File: config.mk
export PLATFORM = sky130hd
export DESIGN_NAME = mem_bus_arbiter
export DESIGN_NICKNAME = d
export VERILOG_FILES = /design/src/rtl/mem_bus_arbiter.sv
export SDC_FILE = /design/constraint.sdc
export NUM_CORES = 1
export LEC_CHECK = 0
export CAP_MARGIN = 20
export CORE_MARGIN = 5
export CORE_UTILIZATION = 32
export CTS_CLUSTER_SIZE = 10
export DETAILED_ROUTE_END_ITERATION = 12
export PLACE_DENSITY = 0.77
export SETUP_SLACK_MARGIN = 0.2
export SYNTH_ARGS = -nofsm -noshare
export SYNTH_HDL_FRONTEND = slang
export SYNTH_SLANG_ARGS = --single-unit
File: constraint.sdc
create_clock -name clk -period 1.7 [get_ports clk]
set_input_delay 0.17 -clock clk [delete_from_list [all_inputs] [get_ports clk]]
set_output_delay 0.17 -clock clk [all_outputs]
set_load 0.05 [all_outputs]
File: src/rtl/mem_bus_arbiter.sv
// Two-master, one-slave arbiter for the on-chip BRAM bus.
// m0 is the instruction-fetch port and m1 is the load/store port.
// The granted request is registered toward the slave. Only one slave
// transaction is in flight at a time, and each is followed by one idle
// RELEASE cycle.
// Optional feature: define ARB_TIMEOUT_EN to add a per-transaction watchdog.
// The watchdog aborts a stuck slave access after TIMEOUT_CYCLES BUSY cycles.

module mem_bus_arbiter #(
    parameter int unsigned FIXED_PRIORITY = 0,
    parameter int unsigned TIMEOUT_CYCLES = 64
) (
    input  logic        clk,
    input  logic        reset_n,

    input  logic        m0_valid,
    output logic        m0_ready,
    input  logic [31:0] m0_addr,
    input  logic [31:0] m0_wdata,
    input  logic [3:0]  m0_wstrb,

    input  logic        m1_valid,
    output logic        m1_ready,
    input  logic [31:0] m1_addr,
    input  logic [31:0] m1_wdata,
    input  logic [3:0]  m1_wstrb,

    output logic [31:0] m_rdata,

    output logic        s_valid,
    input  logic        s_ready,
    output logic [31:0] s_addr,
    output logic [31:0] s_wdata,
    output logic [3:0]  s_wstrb,
    input  logic [31:0] s_rdata,

    output logic        grant,
    output logic        bus_err
);

    typedef enum logic [1:0] {StIdle, StBusy, StRelease} state_t;

    state_t      r_state;
    logic        r_s_valid;
    logic [31:0] r_s_addr;
    logic [31:0] r_s_wdata;
    logic [3:0]  r_s_wstrb;
    logic        r_grant;
    logic        r_last_grant;

    logic        w_pick_m1;
    logic [31:0] w_addr;
    logic [31:0] w_wdata;
    logic [3:0]  w_wstrb;
    logic        w_timeout;
    logic        w_done;

    // m1 wins when it asks alone, or on a tie when round-robin says m0 had the last turn.
    assign w_pick_m1 = m1_valid &&
                       (!m0_valid || ((FIXED_PRIORITY == 0) && !r_last_grant));

    assign w_addr  = w_pick_m1 ? m1_addr  : m0_addr;
    assign w_wdata = w_pick_m1 ? m1_wdata : m0_wdata;
    assign w_wstrb = w_pick_m1 ? m1_wstrb : m0_wstrb;

`ifdef ARB_TIMEOUT_EN
    localparam int unsigned CntW = $clog2(TIMEOUT_CYCLES) + 1;

    logic [CntW-1:0] r_cnt;

    // Watchdog counter: zero outside BUSY, counts BUSY cycles without s_ready.
    always_ff @(posedge clk or negedge reset_n) begin
        if (!reset_n) begin
            r_cnt <= '0;
        end else if (r_state != StBusy) begin
            r_cnt <= '0;
        end else if (!s_ready) begin
            r_cnt <= r_cnt + 1'b1;
        end
    end

    // A real s_ready in the limit cycle takes precedence over the abort.
    assign w_timeout = (r_state == StBusy) && !s_ready &&
                       (r_cnt == CntW'(TIMEOUT_CYCLES - 1));
`else
    logic [31:0] w_unused_timeout_cycles;
    assign w_unused_timeout_cycles = TIMEOUT_CYCLES;
    assign w_timeout = 1'b0;
`endif

    assign w_done = (r_state == StBusy) && (s_ready || w_timeout);

    assign m0_ready = w_done && !r_grant;
    assign m1_ready = w_done && r_grant;
    assign m_rdata  = w_timeout ? 32'hDEAD_BEEF : s_rdata;
    assign bus_err  = w_timeout;

    assign s_valid = r_s_valid;
    assign s_addr  = r_s_addr;
    assign s_wdata = r_s_wdata;
    assign s_wstrb = r_s_wstrb;
    assign grant   = r_grant;

    // Arbitration FSM: IDLE picks and latches a winner, BUSY waits, RELEASE idles one cycle.
    always_ff @(posedge clk or negedge reset_n) begin
        if (!reset_n) begin
            r_state      <= StIdle;
            r_s_valid    <= 1'b0;
            r_s_addr     <= '0;
            r_s_wdata    <= '0;
            r_s_wstrb    <= '0;
            r_grant      <= 1'b0;
            r_last_grant <= 1'b1;
        end else begin
            unique case (r_state)
                StIdle: begin
                    if (m0_valid || m1_valid) begin
                        r_s_addr     <= w_addr;
                        r_s_wdata    <= w_wdata;
                        r_s_wstrb    <= w_wstrb;
                        r_grant      <= w_pick_m1;
                        r_last_grant <= w_pick_m1;
                        r_s_valid    <= 1'b1;
                        r_state      <= StBusy;
                    end
                end
                StBusy: begin
                    if (w_done) begin
                        r_s_valid <= 1'b0;
                        r_state   <= StRelease;
                    end
                end
                StRelease: begin
                    r_state <= StIdle;
                end
                default: begin
                    r_s_valid <= 1'b0;
                    r_state   <= StIdle;
                end
            endcase
        end
    end

endmodule

# --- Word level (Yosys, flattened, before mapping) ---
# Cells that the tools add are included.
# Widths: inputs -> output; s select.
word_totals:
  register_bits: 73
  inputBits: 173
  output_inout_bits: 105
  elab_cells: 34
classes:
  eq_ne: 4
  n_mux: 9
  bitwise: 1
  reduce_logical: 13
op_table:
  columns: ["cell", "n"]
  rows:
  - ["$mux 32", 2]
  - ["$logic_and 1x1->1", 4]
  - ["$mux 2", 2]
  - ["$mux 4", 1]
  - ["$ne 2x2->1 const B", 2]
  - ["$pmux 2 s2", 1]
  - ["$reduce_and 2->1", 2]
  - ["$logic_not 1->1", 3]
  - ["$pmux 1 s3", 1]
  - ["$reduce_and 3->1", 1]
  - ["$eq 2x1->1 const B", 1]
  - ["$eq 2x2->1 const B", 1]
  - ["$logic_not 2->1", 1]
  - ["$logic_or 1x1->1", 2]
  - ["$mux 1", 2]
  - ["$not 1->1", 1]

# --- Logic depth before layout (Yosys ltp) ---
# Gate-level depths: netlist of the first run.
logic_depth:
  ltp_word: 4
  depth_mapped: 6

# --- Least setup slack after synthesis of the first run ---
# Ideal clock, no wire load.
synth_timing:
  path_type: "register to output"
  from: "register r_grant (netlist: grant)"
  to: "output m0_ready"
  t_arrival_ps: 1723
  required_ps: 1530
  path_slack_ps: -193
  path_stages_with_launch: 2
  n_path_buf: 0
  cell_sequence: "dfrtp_1 > nor3_1"
synth_between:
  elab_chain_len: 2
synth_lines:
  columns: ["element", "line", "rtl"]
  rows:
  - ["start: declaration", "48", "logic r_grant;"]
  - ["start signal: assignment", "121", "r_grant <= w_pick_m1;"]
  - ["$logic_not 1->1", "93", "assign m0_ready = w_done && !r_grant;"]
  - ["$logic_and 1x1->1", "93", null]
  - ["end: declaration", "17", "output logic m0_ready,"]
# No other way between the ends.

# --- Worst setup path in the final report of the first run ---
layout_timing:
  from: "register r_last_grant"
  to: "register r_s_addr[8] (netlist: s_addr[8])"
layout_between:
  elab_chain_len: 4
layout_lines:
  columns: ["element", "line", "rtl"]
  rows:
  - ["start: declaration", "49", "logic r_last_grant;"]
  - ["start signal: assignment", "122", "r_last_grant <= w_pick_m1;"]
  - ["$logic_not 1->1", "60", "(!m0_valid || ((FIXED_PRIORITY == 0) && !r_last_grant));"]
  - ["$logic_or 1x1->1", "60", null]
  - ["$logic_and 1x1->1", "59", "assign w_pick_m1 = m1_valid &&"]
  - ["$mux 32", "62", "assign w_addr = w_pick_m1 ? m1_addr : m0_addr;"]
  - ["end signal: assignment", "118", "r_s_addr <= w_addr;"]
  - ["end: declaration", "45", "logic [31:0] r_s_addr;"]
# No other way between the ends.
# A chain may end at the register's enable or synchronous reset.

==> impl_summary.md, run 1 <==
Outcome
The run finished, with violations left. The checks that failed: negative setup slack.

Timing
The timing-limited maximum frequency is 577 MHz. The final total negative setup slack is -0.262 ns. Setup repair after global routing could not meet its margin everywhere. After layout, the worst setup slack is -0.0318 ns. Hold is met by 0.340 ns. The final hold violation count came to 0. The shortest clock period the worst path allows after layout is 1.73 ns. Between clock sinks in the finished design, the worst skew comes to 0.00376 ns. The final cycle utilization of the critical path is 1.02.

The slew of the pin with the lowest slew margin is around 0.52 ns. The number of pins with negative max-slew slack in the final report is 0. The worst slew slack as a fraction of its limit is 0.652.

Setup violations remaining at the end of the flow were counted as 14.

Floorplan
The core region is 12000 sq um. The starting density of the core is 0.324. The die boundary width is between 100 and 150 um. In this run the count of I/O pins placed on the die edge is 278.

The overall die height is 120 um. The number of placement rows is 40. The die covers 14400 sq um.

Power
The power density over the cells is approximately 1900 nW/um^2. The net load switching power is 5.89 mW. Internal power comes to 7.08 mW.

The share of total power dissipated in combinational logic is 0.628. The switching part of the total is 0.454. Of the total power, the clock network draws 0.126. Summed over all cells, the static leakage comes to roughly 3.2 nW. The worst-case IR drop observed on VDD is 1.03 mV. The share of total power dissipated in sequential elements is 0.246.

Finish
The count of fill cells added during filler insertion is 984. Of the cells placed in the final design, the portion with a size suffix greater than 1 is 0.429. The multi-input combinational cell area is ~2200 sq um. The number of standard cells in the layout, taps in and fillers out is 613. From synthesis to final layout, the design area changed by 73.2%.

Registers take 1830 sq um. Once layout is done, the placed cells without fillers occupy 6710 sq um. The diode insertion count for antenna repair is 0. The final net count is 637. The utilization of the core after routing is 0.561.

Synth
The cell with the most instances after synthesis is mux2_2. Ranked by instance count, the synthesized netlist is headed by mux2_2 (118), dfrtp_1 (72), buf_4 (34), mux2_4 (18), buf_2 (12). The fraction of the mapped netlist area in adder cells is 0. Yosys attributes the largest share of cell area to dfrtp_1 (47%), mux2_2 (34%), mux2_4 (7.0%). The complex-gate fraction of the synthesized area was 0.0152. The largest area contributor in the synthesized netlist is dfrtp_1. The register bit total from synthesis is 73. The portion of synthesized area spent on multiplexers is 0.413.

Counting flops with a built-in enable in the synthesized netlist gives 0. Of the total synthesized cell area, the portion taken by AND, OR, NAND and NOR gates is 0.00775. In this run the cell area of the synthesized design comes to 3870 sq um. The xor-xnor portion of the synthesized cell area is 0.

Of the post-synthesis cell area, the dominant cell type holds 0.465. The Yosys step of the flow raised 0 warnings. The sequential cell area fraction in the yosys report is 0.472. The number of different library cells used by synthesis comes to 19.

Each instance of the synthesized netlist takes up on average 14.1 sq um. By area, the combinational part of the netlist is dominated by multiplexers. The dominant register cell in the synthesized netlist is dfrtp_1. The fraction of synthesis flops using an asynchronous set or reset pin is 1.00. The gate count of the mapped netlist is 275.

The post-synth net total is 448.

Clock network
Clock-pin slew was measured on the worst setup and hold paths at about 0.05 ns. CTS built an H-tree with a depth of 3. The clock passes through at most 2 buffers. The insertion delay to the later sink of the worst-skew pair is between 0.3 and 0.4 ns. The root buffer cell is clkbuf_16.

The CTS tree is yes. The number of clock buffers added by TritonCTS is 9. For this design, the sink count on the clock tree is between 70 and 80.

Min path
The min-delay analysis places its worst path in the category in2out.

Detailed routing
The violation count after the first detailed-routing iteration is 73. For this block, the routed nets add up to 11.9 mm of wire. The remaining number of nets flagged by the antenna check after routing is 0.

The first TritonRoute pass finished after 4 iterations. After detailed routing, the number of remaining DRC violations is 0. After detailed routing, the average wire length per cell comes to around 19 um. The number of vias in the routed layout is between 2k and 3k. After detailed routing, the number of vias per cell comes to 4.76.

Run
The tool flagged a number of max-cap violations equal to 0.

Setup path
The element type at the critical path start is a flop. The class of the most critical setup path is reg2reg. STA classifies the critical path endpoint as a flop. In this run the worst path has a maximum fanout of 8. Data on the critical path is required at its endpoint by 1.90 ns. The arrival time of the worst setup path is 1.94 ns.

Place
The instance area after placement is about 6000 sq um. After legalization and detailed placement, the total HPWL measured 8.11 mm. The final RePlAce weighted congestion is 0.697. Buffers placed on the I/O ports in this run total about 210.

Including well taps, the total number of placed cells is about 590.

Global route
For this run the aggregate overflow at the end of global routing stands at 0. The total routing usage reported by global routing is 0.152. The maximum number of pins on one net before global-route repair is 38. The first-pass GRT wire length is 17.4 mm.

The via count of the first global-routing pass is between 3k and 4k. The initial antenna violation count is 0.
path summary, 6_finish.rpt:
kind,slack (ns),to,cells after the start,startpoint
min reg2reg,0.50,s_wdata[7],1,s_wdata[7]
max,-0.03,s_addr[8],5,r_last_grant
max reg2reg,-0.03,s_addr[8],5,r_last_grant
min in group asynchronous,0.36,s_addr[17],2,reset_n
max in group asynchronous,0.77,s_wdata[20],3,reset_n
min,0.34,m_rdata[18],0,s_rdata[18]
power by group through the flow:
stage                     registers (mW)  logic [mW]  clock network, mW
after floorplan                     6.13        2.22                  0
after global placement              3.14        7.48                  0
after detailed placement            3.17        7.58                  0
after CTS                           3.17        7.74               1.70
after global routing                3.30        8.42               1.78
final                               3.19        8.14               1.64
cell families after synthesis:
| family | count (synthesis) |
|---|---|
| muxes | 136 |
| buffers and inverters | 50 |
| AOI/OAI and AO/OA | 9 |
| and+or+nand+nor | 6 |
| other | 1 |
| DFF | 73 |
layer usage:
layer | vias up | part of all wire | track usage
met5 | - | 0 | 0
met4 | 0 | 0.018 | 0.0608
met3 | 26 | 0.087 | 0.0537
met2 | 140 | 0.50 | 0.261
met1 | 1434 | 0.40 | 0.173
li1 | 1317 | - | -
critical path: stages (launching register included):
cell     delay [ns]
dfstp_2        0.54
a21bo_4        0.21
buf_12         0.16
buf_16         0.14
mux2_4         0.29
mux2_4         0.26
layout by cell type, fill, tap and decap left out:
master,synthesis,final
and2_4,0,1
mux2_2,118,6
inv_1,1,1
buf_16,0,3
nor3_4,0,1
buf_4,34,33
mux2_4,18,130
o21ai_0,3,3
dfstp_2,1,1
a21bo_4,0,1
clkbuf_8,0,1
nand2b_4,0,1
dfrtp_1,72,72
clkbuf_16,0,10
conb_1,1,1
o21a_1,2,1
nor3_1,2,1
a21o_1,1,1
o21a_4,0,1
nor2_2,0,1
dlygate4sd3_1,0,1
nor2_4,0,1
a31oi_1,1,1
dlygate4sd2_1,0,42
a21oi_1,1,1
buf_12,0,8
clkdlybuf4s50_1,0,139
clkinv_2,0,1
clkbuf_1,0,2
final cells by class:
class | count | share of cell area
multi-input combinational | 152 | 0.322
inverter | 1 | 0.000559
sequential | 73 | 0.272
tap | 147 | 0.0274
timing repair buffer | 227 | 0.341
clock inverter | 1 | 0.000746
clock buffer | 12 | 0.0367
flip-flops by register name, summed over array words and instances (netlist names):
signal	cells
s_wdata	32
r_last_grant	1
s_wstrb	4
s_valid	1
grant	1
r_state	2
s_addr	32
through the flow:
step / setup WS [ns] / power, mW
2_1_floorplan: 0.0376 / 8.35
3_3_place_gp: -0.143 / 10.6
3_5_place_dp: -0.185 / 10.8
4_1_cts: -0.0269 / 12.6
5_1_grt: -0.0743 / 13.5
6_report: -0.0318 / 13.0
repair_timing:
action / 4_1_cts / 5_1_grt
endpoints found under the setup margin: 111 / 70
buffers inserted: 1 / 1
hold endpoints to repair: 35 / 0
cloned: 3 / 1
resized for setup: 101 / 61
pin swaps: 1 / 2
hold buffers: 1 / 0
Power figures use the tool's default switching activity.
==> run 2: changes to the inputs <==
- CAP_MARGIN: 20 -> not set
==> results of run 2 <==
Same layout as run 1: the final DEF is identical, and so are final timing and power.
==> run 3: changes to the inputs <==
- MAX_ROUTING_LAYER: not set -> met4
==> run 3 against run 2 <==
Against the previous run: the run still ends with negative setup slack left; count of clock-buffer cells in the layout did not move; core utilization stayed put; cell count did not move; sequential power about the same; hold slack stayed put; clock power about the same; flip-flop and latch count unchanged; sequential share of layout area stayed put; non-clock buffer count is the same; combinational power about the same; first-iteration DRC count is 23% higher; die area did not move; largest power group unchanged.
==> impl_summary.md, run 3 (synthesized netlist as in run 1, its figures left out) <==
Setup path
The total buffers and inverters traversed by the critical path is 2 (unchanged). The worst setup path is launched from a flop. The signal on the critical path passes through a21bo_4 -> buf_12 -> buf_16 -> mux2_4 -> mux2_4.

The slack of the worst reg-to-reg path is -0.03 ns (about the same). The library cell contributing the largest single delay on the critical path is dfstp_2. The origin of the critical flop-to-flop path is r_last_grant. The delay of the slowest cell on the worst path was 0.54 ns (about the same). The required time of the critical path was 1.91 ns (about the same). The endpoint class of the critical path is a flop. The highest net fanout along the worst path is 8 (unchanged). The worst register-to-register path ends at s_addr[8]. The class of the most critical setup path is reg2reg. The most common cell type on the critical path is mux2_4. On the critical path the largest part of the delay comes from multiplexers. The path depth of the worst reg2reg path is 5 (unchanged). The arrival time of the worst setup path is 1.94 ns (about the same).

Finish
The share of layout cells above drive strength 1 is 0.429 (unchanged). The post-route cell area was 6710 sq um (unchanged). The diode insertion count for antenna repair is 0 (unchanged).

The area overhead of the layout relative to synthesis is 73.2% (unchanged). The utilization of the core after routing came to 0.561 (unchanged). The multi-input combinational cell area is 2160 sq um (unchanged). The final net count came to 637 (unchanged). The library cell used most frequently in the layout, excluding fill and tap cells, is clkdlybuf4s50_1. Leaving out fill and tap cells, the most frequent cells in the layout are clkdlybuf4s50_1 (139), mux2_4 (130), dfrtp_1 (72), dlygate4sd2_1 (42), buf_4 (33).

The area taken by flip-flops and latches is 1830 sq um (unchanged). The count of fill cells added during filler insertion was 984 (unchanged). The number of standard cells in the layout, taps in and fillers out is 613 (unchanged).

Clock network
The tree is rooted in a clkbuf_16. The maximum clock insertion buffer count is 2 (unchanged). The maximum level of the CTS H-tree is 3 (unchanged). The clock transition time at the flip-flop clock pins of the worst setup and hold paths is 0.05 ns (about the same). The number of buffers added by the clock tree synthesis step is 9 (unchanged).

The CTS tree is yes. The insertion delay to the later sink of the worst-skew pair is 0.32 ns (about the same). The total clock sinks is 73 (unchanged).

Timing
The clock tree skew after final layout is 0.00195 ns (-0.00181 ns). The timing-limited maximum frequency is 577 MHz (about the same). The count of final setup violators is 14 (unchanged). The slew of the pin with the lowest slew margin was 0.524 ns (+0.0000427 ns). The final hold violation count came to 0 (unchanged). The final worst slack is -0.0317 ns (+0.000156 ns). The worst slew slack as a fraction of its limit is 0.652 (about the same).

Setup repair after global routing could not meet its margin everywhere. The shortest clock period the worst path allows after layout came to 1.73 ns (-0.000156 ns). The worst hold slack after final layout is 0.340 ns (unchanged). The number of pins with negative max-slew slack in the final report was 0 (unchanged). The final cycle utilization of the critical path is 1.02 (about the same).

Detailed routing
The detailed-route DRC error count was 0 (unchanged). The number of iterations in the first detailed-routing pass is 4 (unchanged). The violation count after the first detailed-routing iteration is 90 (+23%). The number of vias in the routed layout is 2933 (+0.55%). The wire length reported by the detailed router is 11.9 mm (about the same). The remaining number of nets flagged by the antenna check after routing came to 0 (unchanged). The detailed-route wire length per cell came to 19.5 um (about the same).

The via count normalized by instance count is 4.78 (+0.55%).

Floorplan
The number of placement rows is 40 (unchanged). The placeable core region came to 12000 sq um (unchanged). The die area is 14400 sq um (unchanged). The die boundary width is 120 um (unchanged). The overall die height came to 120 um (unchanged). The number of top-level pins is 278 (unchanged).

The starting density of the core is 0.324 (unchanged).

Place
The number of I/O port buffers is 212 (unchanged). The placed cell count is 593 (unchanged). The final RePlAce weighted congestion is 0.705 (+1.1%).

The sum of net half-perimeters after detailed placement was 8.11 mm (unchanged). The instance area after placement is 5920 sq um (unchanged).

Run
The count of max-cap constraint violations is 0 (unchanged).

Power
The highest ir drop seen on vdd was 1.03 mV (about the same). The power density over the cells was 1930 nW/um^2 (about the same). The final total power came to 13.0 mW (about the same).

The leakage power summed over all cells is 3.18 nW (unchanged).

Global route
The total routing usage reported by global routing is 0.157 (+0.00415). The overflow left after global routing came to 0 (unchanged). The maximum number of pins on one net before global-route repair is 38 (unchanged). The initial antenna violation count is 0 (unchanged). The via count of the first global-routing pass is 3171 (+0.13%). The first-pass GRT wire length is 17.4 mm (-0.11%).

Min path
The worst hold-check path type is in2out. The hold path startpoint is s_rdata[18]. For hold timing, the worst endpoint is m_rdata[18].

The hold-critical path depth is 0 (unchanged).

Outcome
The flow ran to the end, but the final reports show violations. The final reports fail on negative setup slack.
-- run 3: power by group --
| group | leakage, nW | total [mW] | internal, mW | switching, mW |
|---|---|---|---|---|
| logic | 2.20 | 8.14 | 3.42 | 4.72 |
| clock network | 0.124 | 1.64 | 1.00 | 0.640 |
| registers | 0.854 | 3.19 | 2.65 | 0.535 |
| total | 3.18 | 13.0 | 7.08 | 5.89 |
-- run 3: worst max path at each step --
stage,startpoint,endpoint,cells after the start,slack (ns)
2_1_floorplan,r_state[0],s_addr[1],6,0.04
3_3_place_gp,m0_valid,s_wstrb[0],5,-0.14
3_5_place_dp,m0_valid,s_wdata[13],5,-0.18
4_1_cts,r_last_grant,s_wdata[23],4,-0.03
5_1_grt,r_last_grant,s_addr[3],5,-0.07
6_report,r_last_grant,s_addr[8],5,-0.03
-- run 3: cell type report --
cell class | count | area share
multi-input combinational | 152 | 0.322
clock buffer | 12 | 0.0367
timing repair buffer | 227 | 0.341
sequential | 73 | 0.272
inverter | 1 | 0.000559
tap | 147 | 0.0274
clock inverter | 1 | 0.000746
-- run 3: metrics by stage --
step / worst slack [ns] / TNS [ns]
3_5_place_dp: -0.185 / -9.32
6_report: -0.0317 / -0.262
2_1_floorplan: 0.0376 / 0
4_1_cts: -0.0269 / -0.152
5_1_grt: -0.0743 / -1.56
3_3_place_gp: -0.143 / -7.60
-- run 3: worst register-to-register path: cells and delay by family (launching register included) --
kind | cells | cell delay (ns)
multiplexers | 2 | 0.56
AO/OA/AOI/OAI | 1 | 0.21
flip-flops | 1 | 0.54
buffers and inverters | 2 | 0.31
-- run 3: timing repair --
action                                  CTS  global route
hold buffers                              1             0
resized for setup                       101            61
pin swaps                                 1             2
endpoints found under the setup margin  111            70
hold endpoints to repair                 35             0
gates cloned                              3             1
setup buffers                             1             1
-- run 3: metal layers --
layer | global-route usage | routed length [um]
met3 | 0.0514 | 975
met5 | - | 0
met4 | 0.0608 | 151
met1 | 0.174 | 4810
met2 | 0.261 | 6000
